==> src/rtl/cpu_types_pkg.sv <==
// Shared datapath/memory types: word type plus instruction-cache frame and FSM types.
// Optional icache statistics are enabled with ICACHE_STATS_EN (see icache_direct_mapped).
package cpu_types_pkg;

    localparam int WORD_W = 32;
    typedef logic [WORD_W-1:0] word_t;

    localparam int ICACHE_NSETS = 16;
    localparam int IIDX_W       = $clog2(ICACHE_NSETS);
    // Tag field sized for the smallest legal cache (2 frames); narrower tags are zero-extended.
    localparam int ITAG_W       = WORD_W - 3;

    typedef struct packed {
        logic              valid;
        logic [ITAG_W-1:0] tag;
        word_t             data;
    } icache_frame_t;

    typedef enum logic {
        IDLE = 1'b0,
        FILL = 1'b1
    } icache_state_t;

endpackage

==> src/rtl/icache_direct_mapped_if.sv <==
// Instruction fetch port (datapath side) and instruction read port (memory side) of the icache.
// slave = cache view, master = view of the surrounding datapath/memory.
interface icache_direct_mapped_if;
    import cpu_types_pkg::*;

    logic  imemREN;
    word_t imemaddr;
    logic  ihit;
    word_t imemload;
    logic  iREN;
    word_t iaddr;
    logic  iwait;
    word_t iload;

    modport slave (
        input  imemREN, imemaddr, iwait, iload,
        output ihit, imemload, iREN, iaddr
    );

    modport master (
        output imemREN, imemaddr, iwait, iload,
        input  ihit, imemload, iREN, iaddr
    );

endinterface

==> src/rtl/icache_frame_array.sv <==
// Flop-based frame store: async read by index, one synchronous write port.
// Valid bits clear asynchronously on nRST; tag/data are left unreset.
module icache_frame_array
    import cpu_types_pkg::*;
#(
    parameter  int NSETS = ICACHE_NSETS,
    localparam int IDX_W = $clog2(NSETS)
) (
    input  logic              CLK,
    input  logic              nRST,
    input  logic [IDX_W-1:0]  ridx,
    output icache_frame_t     rframe,
    input  logic              wen,
    input  logic [IDX_W-1:0]  widx,
    input  logic [ITAG_W-1:0] wtag,
    input  word_t             wdata
);

    logic [NSETS-1:0]  valid;
    logic [ITAG_W-1:0] tags [NSETS];
    word_t             data [NSETS];

    always_ff @(posedge CLK or negedge nRST) begin
        if (!nRST) begin
            valid <= '0;
        end else if (wen) begin
            valid[widx] <= 1'b1;
        end
    end

    always_ff @(posedge CLK) begin
        if (wen) begin
            tags[widx] <= wtag;
            data[widx] <= wdata;
        end
    end

    assign rframe = {valid[ridx], tags[ridx], data[ridx]};

endmodule

==> src/rtl/icache_direct_mapped.sv <==
// Direct-mapped read-only icache: same-cycle hit, one-word fill from memory on miss.
// Define ICACHE_STATS_EN to add saturating hit_count/miss_count outputs.
module icache_direct_mapped
    import cpu_types_pkg::*;
#(
    parameter int NSETS = ICACHE_NSETS
) (
    input  logic                  CLK,
    input  logic                  nRST,
    icache_direct_mapped_if.slave bus
`ifdef ICACHE_STATS_EN
    ,
    output word_t                 hit_count,
    output word_t                 miss_count
`endif
);

    localparam int IDX_W = $clog2(NSETS);
    localparam int TAG_W = WORD_W - IDX_W - 2;

    icache_state_t     state, next_state;
    word_t             miss_addr, next_miss_addr;
    icache_frame_t     rframe;
    logic [IDX_W-1:0]  fetch_idx;
    logic [ITAG_W-1:0] fetch_tag;
    logic              hit;
    logic              wen;
    logic              unused_offset;

    assign fetch_idx     = bus.imemaddr[IDX_W+1:2];
    assign fetch_tag     = ITAG_W'(bus.imemaddr[WORD_W-1:IDX_W+2]);
    assign unused_offset = ^bus.imemaddr[1:0];

    icache_frame_array #(.NSETS(NSETS)) u_frames (
        .CLK    (CLK),
        .nRST   (nRST),
        .ridx   (fetch_idx),
        .rframe (rframe),
        .wen    (wen),
        .widx   (miss_addr[IDX_W+1:2]),
        .wtag   (ITAG_W'(miss_addr[WORD_W-1:IDX_W+2])),
        .wdata  (bus.iload)
    );

    assign hit = bus.imemREN && rframe.valid && (rframe.tag == fetch_tag);

    always_ff @(posedge CLK or negedge nRST) begin
        if (!nRST) begin
            state     <= IDLE;
            miss_addr <= '0;
        end else begin
            state     <= next_state;
            miss_addr <= next_miss_addr;
        end
    end

    always_comb begin
        next_state     = state;
        next_miss_addr = miss_addr;
        bus.ihit       = 1'b0;
        bus.imemload   = '0;
        bus.iREN       = 1'b0;
        bus.iaddr      = '0;
        wen            = 1'b0;
        unique case (state)
            IDLE: begin
                if (hit) begin
                    bus.ihit     = 1'b1;
                    bus.imemload = rframe.data;
                end else if (bus.imemREN) begin
                    next_miss_addr = {bus.imemaddr[WORD_W-1:2], 2'b00};
                    next_state     = FILL;
                end
            end
            // The fill is committed to miss_addr; the live fetch address is ignored here.
            FILL: begin
                bus.iREN  = 1'b1;
                bus.iaddr = miss_addr;
                if (!bus.iwait) begin
                    wen        = 1'b1;
                    next_state = IDLE;
                end
            end
            default: next_state = IDLE;
        endcase
    end

`ifdef ICACHE_STATS_EN
    always_ff @(posedge CLK or negedge nRST) begin
        if (!nRST) begin
            hit_count  <= '0;
            miss_count <= '0;
        end else begin
            if (bus.ihit && (hit_count != '1)) begin
                hit_count <= hit_count + 1'b1;
            end
            if ((state == IDLE) && (next_state == FILL) && (miss_count != '1)) begin
                miss_count <= miss_count + 1'b1;
            end
        end
    end
`endif

endmodule

==> src/flat_wrapper.sv <==
// flat-port wrapper written by rule: the top's interface ports become plain ports
module icache_direct_mapped_flat import cpu_types_pkg::*;
#(
    parameter int NSETS = ICACHE_NSETS
)
  (CLK, nRST, bus_imemREN, bus_imemaddr, bus_iwait, bus_iload, bus_ihit, bus_imemload, bus_iREN, bus_iaddr);
  icache_direct_mapped_if bus_i ();
  input  logic CLK;
  input  logic nRST;
  input wire logic [$bits(bus_i.imemREN)-1:0] bus_imemREN;
  input wire logic [$bits(bus_i.imemaddr)-1:0] bus_imemaddr;
  input wire logic [$bits(bus_i.iwait)-1:0] bus_iwait;
  input wire logic [$bits(bus_i.iload)-1:0] bus_iload;
  output wire logic [$bits(bus_i.ihit)-1:0] bus_ihit;
  output wire logic [$bits(bus_i.imemload)-1:0] bus_imemload;
  output wire logic [$bits(bus_i.iREN)-1:0] bus_iREN;
  output wire logic [$bits(bus_i.iaddr)-1:0] bus_iaddr;
  assign bus_i.imemREN = bus_imemREN;
  assign bus_i.imemaddr = bus_imemaddr;
  assign bus_i.iwait = bus_iwait;
  assign bus_i.iload = bus_iload;
  assign bus_ihit = bus_i.ihit;
  assign bus_imemload = bus_i.imemload;
  assign bus_iREN = bus_i.iREN;
  assign bus_iaddr = bus_i.iaddr;
  icache_direct_mapped #(.NSETS(NSETS)) u_core (.CLK(CLK), .nRST(nRST), .bus(bus_i));
endmodule
==> config.mk <==
export PLATFORM = sky130hd
export DESIGN_NAME = icache_direct_mapped_flat
export DESIGN_NICKNAME = d
export VERILOG_FILES = /design/src/rtl/cpu_types_pkg.sv /design/src/rtl/icache_direct_mapped_if.sv /design/src/rtl/icache_frame_array.sv /design/src/rtl/icache_direct_mapped.sv /design/src/flat_wrapper.sv
export SDC_FILE = /design/constraint.sdc
export NUM_CORES = 1
export LEC_CHECK = 0
export ABC_AREA = 1
export BUFFER_PORTS_ARGS = -buffer_cell sky130_fd_sc_hd__buf_2
export CORE_UTILIZATION = 35
export CTS_CLUSTER_SIZE = 12
export DETAILED_ROUTE_END_ITERATION = 10
export GPL_ROUTABILITY_DRIVEN = 0
export PLACE_DENSITY_LB_ADDON = 0.08
export SKIP_LAST_GASP = 1
export SLEW_MARGIN = 40
export SYNTH_ARGS = -nofsm -noshare
export SYNTH_HDL_FRONTEND = slang
export SYNTH_SLANG_ARGS = --single-unit
==> constraint.sdc <==
create_clock -name CLK -period 4.9 [get_ports CLK]
set_input_delay 0 -clock CLK [delete_from_list [all_inputs] [get_ports CLK]]
set_output_delay 0 -clock CLK [all_outputs]
set_load 0.005 [all_outputs]
==> reports/qor.csv <==
metric,value,unit
synthesis.instances,3416,
hold_class,input pin to flip-flop,
overflow,0,
yosys-top-cells-count,"nand2_1 (1007), edfxtp_1 (928), nand3_1 (327)",
pre_cts_ws,1324,ps
seqPwrFrac,51.0,%
cap_violations,0,
fin_crit_sh,81.16,%
syn-cell-area,0.04001,mm^2
fin_skew,20.70,ps
fillers,10610,
crit_path_start_kind,input pin,
initial_core_util,35.42,%
wl_per_cell,23.56,um
nets,3673,
io_pins,134,
grt_pass1_wl,178700,um
routed_wl,122600,um
cts_inserted_buffers,110,
route.detailed.drc,0,
ys_types,29,
ir_drop,0.2643,mV
max_slew_margin,41.55,%
cts_sinks,975,
fp.dieW,340.1,um
power.density,408.9,mW/mm^2
leakagePower,0.01771,uW
final-seq-area,0.02904,mm^2
fin_ws,923.2,ps
finalSetupViolations,0,
row_count,123,
die_area,0.1157,mm^2
synth_edf_count,928,
place_area,0.04264,mm^2
swShare,24.15,%
chipHeight,340.1,um
hold_viol_final,0,
p_comb_share,7.4,%
cts_buffer_depth,3,
placedCellCount,4913,
status,completed,
drv_slew,0,
cts_setup_buffers,0,
yosysMostFrequentCell,nand2_1,
clk_pin_slew_worst_paths,60,ps
track_usage,21.01,%
cp-end-kind,output pin,
finalSetupTns,0,ps
grt_pass1_vias,26200,
ant_nets,0,
synth.area.top_cells,"edfxtp_1 (70%), nand2_1 (9.4%), nand3_1 (4.1%)",
viasPerCell,5.145,
avgSynthCellArea,11.71,um^2
core-area,0.1130,mm^2
ys_seq_elements,975,
grt_start_max_net_pins,134,
hpwl,63320,um
stdcell_count,5202,
synth_top_area_share,69.64,%
critical_path_class,input pin to output pin,
cp.arrival,3980,ps
clk_latency,700,ps
dr.pass1.iters,5,
synth.largest_area_cell,edfxtp_1,
path_max_fanout,30,
drive_gt1_share,11.24,%
tightestPinTransition,876.7,ps
dr_total_vias,26770,
yosysWarnings,0,
clockPowerShare,41.6,%
switching_power,4636,uW
multi_input_area,0.009218,mm^2
cts_tree,done,
required,4900,ps
rsz0062_at_grt,false,
syn_to_final_growth,17.36,%
intPower,14560,uW
final_area,0.04696,mm^2
ys_seq_area_share,72.58,%
htreeDepth,3,
root_buffer,clkbuf_16,
async_reset_ff_share,4.821,%
antenna_found_initial,5,
initialDrtViolationCount,2190,
port_buffers,129,
synthFlopType,edfxtp_1,
max_freq,0.2515,GHz
fin_crit,3977,ps
==> sequential cells by signal (all words and copies together) (netlist names) <==
signal and flops:
u_core.state 1, u_core.u_frames.tags 416, u_core.u_frames.valid 16, u_core.miss_addr 30, u_core.u_frames.data 512
==> power by group through the flow <==
stage / combinational [uW] / sequential, uW / clock [uW]
floorplan: 749 / 9870 / 0
global placement: 1340 / 9950 / 0
detailed placement: 1360 / 9960 / 0
CTS: 1430 / 9790 / 8170
global route: 1560 / 9820 / 8480
finish: 1410 / 9790 / 7990
==> metal layers <==
| metal | routed length [um] | vias up | track usage (%) |
|---|---|---|---|
| li1 | - | 12390 | - |
| met1 | 55490 | 13450 | 29.20 |
| met2 | 58530 | 737 | 34.42 |
| met3 | 5922 | 178 | 3.256 |
| met4 | 2562 | 10 | 5.204 |
| met5 | 54 | - | 0 |
==> worst max-delay path: stages <==
cell	delay (ps)
dlygate4sd3_1	560
buf_4	350
inv_4	530
buf_4	360
nand3_1	160
nand2_1	180
nand2_1	70
nor2_1	130
nand2_1	60
nor2_1	100
nand3_1	140
nor2_1	200
nand2_2	280
buf_4	380
a21oi_2	250
buf_2	160
==> cell families after synthesis <==
kind of cell / Yosys count / synth area share, %
AND/OR/NAND/NOR: 1458 / 14.78
flip-flops: 975 / 72.58
AO/OA/AOI/OAI: 516 / 7.917
buffers and inverters: 466 / 4.709
other: 1 / 0.009372
==> final timing paths <==
path	from	endpoint	depth (start not counted)	slack (ps)
max	bus_imemaddr[5]	bus_imemload[27]	16	920
min	bus_imemaddr[12]	u_core.miss_addr[12]	4	140
max reg2reg	u_core.u_frames.tags[1][23]	u_core.miss_addr[25]	16	1380
min reg2reg	u_core.u_frames.valid[8]	u_core.u_frames.valid[8]	2	460
max in group asynchronous	nRST	u_core.state	4	3940
min in group asynchronous	nRST	u_core.miss_addr[15]	4	470
==> cell usage in the layout (no fill, tap or decap), drive strengths merged <==
cell / synthesis / routed
dfrtp: 47 / 47
o21ai: 103 / 103
nand3b: 4 / 4
a221oi: 120 / 120
clkinvlp: 0 / 4
o21bai: 1 / 1
o31ai: 7 / 7
buf: 99 / 208
nand4: 3 / 3
bufinv: 0 / 7
a21oi: 271 / 271
nand3: 327 / 327
nor2: 113 / 113
a31oi: 6 / 6
edfxtp: 928 / 928
inv: 253 / 260
nand2: 1008 / 1008
o211ai: 7 / 7
dlygate4sd3: 0 / 80
nor2b: 1 / 1
clkinv: 0 / 44
diode: 0 / 1
a32oi: 1 / 1
or2: 2 / 2
clkbuf: 114 / 147
conb: 1 / 2
==> metrics by stage <==
stage / utilization (%) / hold WS (ps) / total power, uW
finish: 41.57 / 144.9 / 19200
global placement: 37.66 / 221.1 / 11280
global route: 41.57 / 130.2 / 19860
floorplan: - / -295.6 / 10620
detailed placement: 37.75 / 245.6 / 11330
CTS: 41.55 / 23.58 / 19390
==> repair_timing <==
action                    4_1_cts  5_1_grt
resized for setup               0        0
hold buffers                   79        1
hold endpoints to repair      590       40
==> cell type report <==
class	instances	share of cell area [%]
Clock inverter	62	1.140
Antenna cell	1	0.005329
Multi-Input combinational cell	1976	19.63
Clock buffer	146	6.320
Sequential cell	975	61.85
Tap cell	1500	3.997
Timing Repair Buffer	289	4.983
Inverter	253	2.076
Note: power is estimated with default switching activity, not from simulation.
